[src/rtl/freelist_pkg.sv]
`default_nettype none
// ============================================================================
// Module      : freelist_pkg
// Description : Shared sizing constants and status encoding for the physical
//               register free list.
// Revision    : 1.0 - initial release
// ============================================================================
package freelist_pkg;

  localparam int PREG_NUMBER    = 64;
  localparam int ARCHREG_NUMBER = 32;
  localparam int FL_SIZE        = PREG_NUMBER - ARCHREG_NUMBER;
  localparam int PREG_W         = $clog2(PREG_NUMBER);
  localparam int PTR_W          = $clog2(FL_SIZE);

  typedef enum logic [1:0] {
    FL_EMPTY     = 2'd0,
    FL_ONE_LEFT  = 2'd1,
    FL_MORE_LEFT = 2'd2
  } FL_STATUS;

endpackage
`default_nettype wire

[src/rtl/freelist.sv]
`default_nettype none
// ============================================================================
// Module      : freelist
// Description : 2-wide circular free list of physical register tags. Grants
//               up to two tags per cycle from head, reclaims retired T_old
//               tags at tail, and snaps back to full on branch recovery.
// Revision    : 1.0 - initial release
// ============================================================================
module freelist
  import freelist_pkg::*;
(
  input  logic                   clk,
  input  logic                   reset,
  input  logic [1:0]             dispatch_en_i,
  input  logic [1:0]             retire_en_i,
  input  logic [1:0][PREG_W-1:0] T_old_i,
  input  logic                   branch_recover_i,
  output logic [1:0][PREG_W-1:0] freeReg_o,
  output FL_STATUS               FL_status_o,
  output logic [PTR_W:0]         free_count_o
`ifdef DEBUG
  ,
  output logic [PTR_W-1:0]       head_debug,
  output logic [PTR_W-1:0]       tail_debug
`endif
);

  localparam logic [PTR_W:0] c_FL_SIZE_CNT = (PTR_W+1)'(FL_SIZE);

  logic [PREG_W-1:0] entries_q [FL_SIZE];
  logic [PTR_W-1:0]  head_q, head_d;
  logic [PTR_W-1:0]  tail_q, tail_d;
  logic [PTR_W:0]    count_q, count_d;

  logic [1:0]        w_req;
  logic [1:0]        w_ret;
  logic [1:0]        w_pops;
  logic [1:0]        w_pushes;
  logic [PTR_W:0]    w_space;
  logic [PTR_W-1:0]  w_head_p1;
  logic [PTR_W-1:0]  w_tail_p1;
  logic [PREG_W-1:0] w_wr0_data;
  logic              w_wr0_en;
  logic              w_wr1_en;

  // Demand and supply this cycle, clipped so head never passes tail and
  // tail never overruns head.
  always_comb begin
    w_req    = {1'b0, dispatch_en_i[0]} + {1'b0, dispatch_en_i[1]};
    w_ret    = {1'b0, retire_en_i[0]} + {1'b0, retire_en_i[1]};
    w_space  = c_FL_SIZE_CNT - count_q;
    w_pops   = ((PTR_W+1)'(w_req) > count_q) ? count_q[1:0] : w_req;
    w_pushes = ((PTR_W+1)'(w_ret) > w_space) ? w_space[1:0] : w_ret;
  end

  // Retired tags are compacted: the first enabled one lands at tail.
  assign w_tail_p1  = tail_q + PTR_W'(1);
  assign w_wr0_en   = (w_pushes != 2'd0);
  assign w_wr1_en   = (w_pushes == 2'd2);
  assign w_wr0_data = retire_en_i[0] ? T_old_i[0] : T_old_i[1];

  // Pointer and occupancy update; recovery re-frees every in-flight tag
  // after this cycle's retire pushes have landed.
  always_comb begin
    tail_d  = tail_q + PTR_W'(w_pushes);
    head_d  = head_q + PTR_W'(w_pops);
    count_d = count_q - (PTR_W+1)'(w_pops) + (PTR_W+1)'(w_pushes);
    if (branch_recover_i) begin
      head_d  = tail_d;
      count_d = c_FL_SIZE_CNT;
    end
  end

  // Grants are read straight off head; a lone slot-1 request takes head.
  assign w_head_p1    = head_q + PTR_W'(1);
  assign freeReg_o[0] = entries_q[head_q];
  assign freeReg_o[1] = dispatch_en_i[0] ? entries_q[w_head_p1] : entries_q[head_q];
  assign free_count_o = count_q;

  // Occupancy summary consumed by dispatch as a stall condition.
  always_comb begin
    FL_status_o = FL_MORE_LEFT;
    if (count_q == '0) begin
      FL_status_o = FL_EMPTY;
    end else if (count_q == (PTR_W+1)'(1)) begin
      FL_status_o = FL_ONE_LEFT;
    end
  end

  // Head, tail and count registers.
  always_ff @(posedge clk or negedge reset) begin
    if (!reset) begin
      head_q  <= '0;
      tail_q  <= '0;
      count_q <= c_FL_SIZE_CNT;
    end else begin
      head_q  <= head_d;
      tail_q  <= tail_d;
      count_q <= count_d;
    end
  end

  // Tag storage; reset loads the tags not mapped to architectural registers.
  always_ff @(posedge clk or negedge reset) begin
    if (!reset) begin
      for (int i = 0; i < FL_SIZE; i++) begin
        entries_q[i] <= PREG_W'(ARCHREG_NUMBER + i);
      end
    end else begin
      if (w_wr0_en) begin
        entries_q[tail_q] <= w_wr0_data;
      end
      if (w_wr1_en) begin
        entries_q[w_tail_p1] <= T_old_i[1];
      end
    end
  end

`ifdef DEBUG
  assign head_debug = head_q;
  assign tail_debug = tail_q;

  // Flag dispatch requests dropped for lack of tags and retire overflow.
  always_ff @(posedge clk) begin
    if (reset && !branch_recover_i) begin
      assert (w_pops == w_req);
    end
    if (reset) begin
      assert (w_pushes == w_ret);
    end
  end
`endif

endmodule
`default_nettype wire

[config.mk]
export PLATFORM = sky130hd
export DESIGN_NAME = freelist
export DESIGN_NICKNAME = d
export VERILOG_FILES = /design/src/rtl/freelist_pkg.sv /design/src/rtl/freelist.sv
export SDC_FILE = /design/constraint.sdc
export NUM_CORES = 1
export LEC_CHECK = 0
export CORE_MARGIN = 2
export CORE_UTILIZATION = 49
export CTS_CLUSTER_DIAMETER = 60
export DETAILED_ROUTE_END_ITERATION = 8
export PLACE_DENSITY = 0.66
export SYNTH_ARGS = -nofsm -noshare
export SYNTH_HDL_FRONTEND = slang
export SYNTH_SLANG_ARGS = --single-unit
[constraint.sdc]
create_clock -name clk -period 5.33 [get_ports clk]
set_clock_uncertainty 0.2 [all_clocks]
set_input_delay 1.599 -clock clk [delete_from_list [all_inputs] [get_ports clk]]
set_output_delay 1.599 -clock clk [all_outputs]
set_load 0.05 [all_outputs]
# Word level (Yosys, flattened, before mapping)
# Cells that the tools add are included.
[totals]
out_inout_bits = 20
wordCells = 84
ff_bits = 208
[op_classes]
muxes = 22
add_sub_neg = 9
n_lt_le_gt_ge = 8
n_bitwise = 4
reduce_logical = 4
n_eq_ne = 2
[op_table]
columns = ["op", "count"]
rows = [
  ["bitwise mux 192 bit", 2],
  ["two-way mux 192 bit", 2],
  ["binary-select mux 6 bit (select 5 bit)", 2],
  ["demux 6 bit (select 5 bit)", 2],
  ["two-way mux 6 bit", 9],
  ["greater-or-equal comparator 6 bit (second input constant)", 4],
  ["inverter 5 -> 6 bit", 4],
  ["greater-than comparator 2 x 6 -> 1 bit", 2],
  ["< comparator 6 x 1 -> 1 bit (second input constant)", 2],
  ["adder 5 x 1 -> 5 bit (second input constant)", 2],
  ["adder 5 x 2 -> 5 bit", 2],
  ["two-way mux 2 bit", 4],
  ["adder 6 x 2 -> 6 bit", 1],
  ["== test 6 x 1 -> 1 bit (second input constant)", 1],
  ["zero test 6 bit", 1],
  ["subtractor 6 x 2 -> 6 bit", 1],
  ["subtractor 6 bit (first input constant)", 1],
  ["two-way mux 5 bit", 1],
  ["adder 1 x 1 -> 2 bit", 2],
  ["== test 2 bit (second input constant)", 1],
  ["logical AND 1 bit", 2],
  ["nonzero test 2 bit", 1],
]

# Logic depth before layout (Yosys ltp)
[depth]
ltp_word = 9
depth_mapped = 19
mapped_depth_nobuf = 19

# Worst setup path before layout
# OpenSTA, ideal clock, no wires.
[synth_timing]
path_type = "register to output"
from = "reg head_q[1]"
to = "out freeReg_o[11] (netlist name)"
arrival_time_ns = 3.233
slack_ns = 0.298
required_ns = 3.531
n_path_buf = 4
path_stages_with_launch = 11
path_cell_list = "dfrtp_1 > buf_2 > buf_1 > buf_2 > buf_1 > mux2i_1 > a22oi_1 > nand3_1 > nand3_1 > nor2_1 > nor2_1"
[synth_rtl]
columns = ["item", "line_no", "rtl"]
rows = [
  ["start: declaration", "freelist.sv:31", "logic [PTR_W-1:0] head_q, head_d;"],
  ["start signal: assignment", "freelist.sv:93", "head_q <= '0;"],
  ["start signal: assignment", "freelist.sv:97", "head_q <= head_d;"],
  ["end: declaration", "freelist.sv:18", "output logic [1:0][PREG_W-1:0] freeReg_o,"],
]

==> out/qor.yml <==
status: "completed"
numClockSinks: 208
setup_ws_ns: 0.109
nets: 1346
placed_area_mm2: 0.0147
initial_core_util: 0.494
cp_data_arrival_time_ns: 3.42
dr.pass1.iters: 5
rr_worst_depth: 14
critPathBufInv: 2
slowest_delay_ns: 0.62
synthesis.nets: 1312
hold_path.class: "flip-flop to flip-flop"
drc: 0
dieArea_mm2: 0.0291
r2r-end: "free_count_o[4]$_DFF_PN0_"
dieHeight_um: 171
cts_tree: "yes"
pin_count: 39
ir_drop_mv: 0.446
worstPathMaxFanout: 17
dpl.hpwl_um: 33000
core_mm2: 0.0276
clk_latency_ns: 0.55
hold_violations: 0
antenna-diode-count: 0
wire_per_inst_um: 28.9
ant_nets: 0
hold_start: "entries_q[85]$_DFF_PN0_"
finalCritPeriodShare: 0.979
maxSlewHeadroom: 0.0727
avgSynthCellArea_um2: 10.7
place.gp.congestion: 0.981
clock_path_buffers: 3
syn_inst: 1267
period_minus_slack_ns: 5.22
die_x_um: 171
cp_common_cell: "mux4_2"
grt_max_degree: 107
power_density_mw_per_mm2: 804
grt_usage: 0.345
rsz0062_at_grt: "false"
cts_buffers: 28
critPathKind: "flip-flop to output port"
slowest_stage: "dfrtp_4"
synth-edff-count: 0
crit_start: "head_q[0]$_DFF_PN0_"
endpoint_kind: "output port"
min_to: "entries_q[85]$_DFF_PN0_"
reg2reg_slack_ns: 1.25
num_rows: 61
tightest_slew_ns: 1.39
grt_overflow: 0
ys_ff_latch: 208
path_cells: "ha_4, buf_12, mux4_2, mux4_2, o22ai_2, nor2_1, buf_4"
min_path_cells: 1
drive_gt1_frac: 0.287
syn-cell-area_mm2: 0.0136
cts_root_buf: "clkbuf_16"
drtIter0Drc: 1431
h-tree-depth: 1
ys_types: 58
antenna_found_initial: 0
area_growth_pct: 15.2
r2r-start: "free_count_o[1]$_DFF_PN0_"
ys_seq_area_frac: 0.393
postLayoutCoreUtil: 0.569
setup-violations-final: 0
drt_wl_total_um: 49200
cp.required_ns: 3.53
final_max_slew_viol_count: 0
io_buffers: 38
grt_pass1_vias: 11500
async_flop_share: 1.00
synthFlopType: "dfstp_2"
fmax_ghz: 0.192
grt_pass1_wl_um: 74500
cap_viol_max_count: 0
critical-path-top-delay-family: "multiplexers"
post-place-ws_ns: -0.114
vias_per_cell: 7.06
clkTransAtPathRegs_ns: 0.06
start_kind: "flip-flop"
yosysWarnings: 0
vias: 12000
final_cell_area_mm2: 0.0157
p_leak_nw: 6.16
## power breakdown
group / internal, mW / switching [mW]
sequential: 2.71 / 0.882
combinational: 3.21 / 3.97
clock: 1.07 / 0.760
## stage by stage
stage	hold WS [ns]	setup TNS [ns]	power, mW	std cells
detailed placement	0.298	-0.226	10.6	1648
global placement	0.291	-0.00619	10.5	1648
CTS	0.312	0	12.4	1701
floorplan	0.273	0	8.21	1267
global route	0.330	0	13.1	1701
finish	0.316	0	12.6	1701
## routing by layer
layer	track usage	part of all wire	vias to the layer above
met1	0.481	0.39	6080
met3	0.0655	0.11	167
met2	0.528	0.45	780
met5	0	0	-
met4	0.154	0.051	0
li1	-	-	4989
## repair_timing
action                     CTS  global route
setup endpoints to repair    8             6
pin swaps                    1             0
setup buffers                1             0
hold buffers                 0             0
resized for setup            4             6
## layout by cell type, fill, tap and decap left out, types with 52 or more instances in the layout
master / instances
o22a_1: 52
a22o_1: 58
o22ai_1: 125
buf_4: 80
mux2i_1: 97
dfstp_2: 113
mux4_2: 90
nand2_1: 97
nand3_1: 53
dfrtp_1: 93
nor2_1: 95
## cell type report
cell class / instances / area [um2]
multi-input combinational: 925 / 7830
sequential: 208 / 5350
clock buffer: 42 / 825
fill: 2378 / 11900
timing repair buffer: 118 / 1040
tap: 378 / 473
inverter: 20 / 75.1
clock inverter: 10 / 73.8
## cells in the mapped netlist (all sizes together) (6+ instances only)
cell type / number / area [um2]
o21a: 6 / 45.0
a22oi: 12 / 90.1
nor2b: 6 / 37.5
a211oi: 8 / 60.1
mux4: 90 / 2030
o2bb2ai: 7 / 61.3
o22ai: 128 / 801
nand2: 97 / 364
a21o: 9 / 67.6
xnor2: 8 / 70.1
nor3: 13 / 65.1
dfstp: 113 / 2970
clkbuf: 79 / 297
clkinv: 6 / 22.5
nor4: 14 / 155
nand2b: 6 / 37.5
buf: 35 / 160
o21ai: 43 / 215
mux2i: 97 / 971
o22a: 55 / 508
a22o: 58 / 508
inv: 14 / 52.6
nor2: 95 / 357
ha: 22 / 275
nand3: 53 / 265
dfrtp: 95 / 2380
o31ai: 7 / 57.6
a21oi: 34 / 200
xor2: 6 / 52.6
and2: 11 / 68.8
## worst max path at each step
stage / endpoint / slack, ns / cells after the start
after floorplan: freeReg_o[11] / 0.30 / 10
after global placement: free_count_o[5]$_DFF_PN1_ / -0.005 / 16
after detailed placement: free_count_o[4]$_DFF_PN0_ / -0.11 / 14
after CTS: freeReg_o[0] / 0.00003 / 6
after global routing: freeReg_o[4] / 0.03 / 6
final: freeReg_o[6] / 0.11 / 7
## kinds of logic (layout without fill, tap and decap cells)
logic type	Yosys count	count (layout)	share of synthesized area
simple gates	314	314	0.109
buf+inv	134	190	0.0391
compound gates	380	380	0.200
mux	191	191	0.224
fa+ha+maj	26	26	0.0261
xor+xnor	14	14	0.00901
flops	208	208	0.393
## worst reg2reg max path, cell delays in order (launching register included)
cell	delay, ns
dfrtp_1	0.45
inv_1	0.14
ha_1	0.33
inv_1	0.06
ha_1	0.28
nor2b_1	0.17
o211ai_1	0.12
nor3_1	0.22
mux2_2	0.39
fa_1	0.50
fa_1	0.46
a21oi_1	0.16
nor2_1	0.06
or3_1	0.30
a21oi_1	0.16
## flip-flops by register name (all words and copies together), names as in the netlist
signal	cells
entries_q	192
free_count_o	6
head_q	5
tail_q	5
Power figures use the tool's default switching activity.
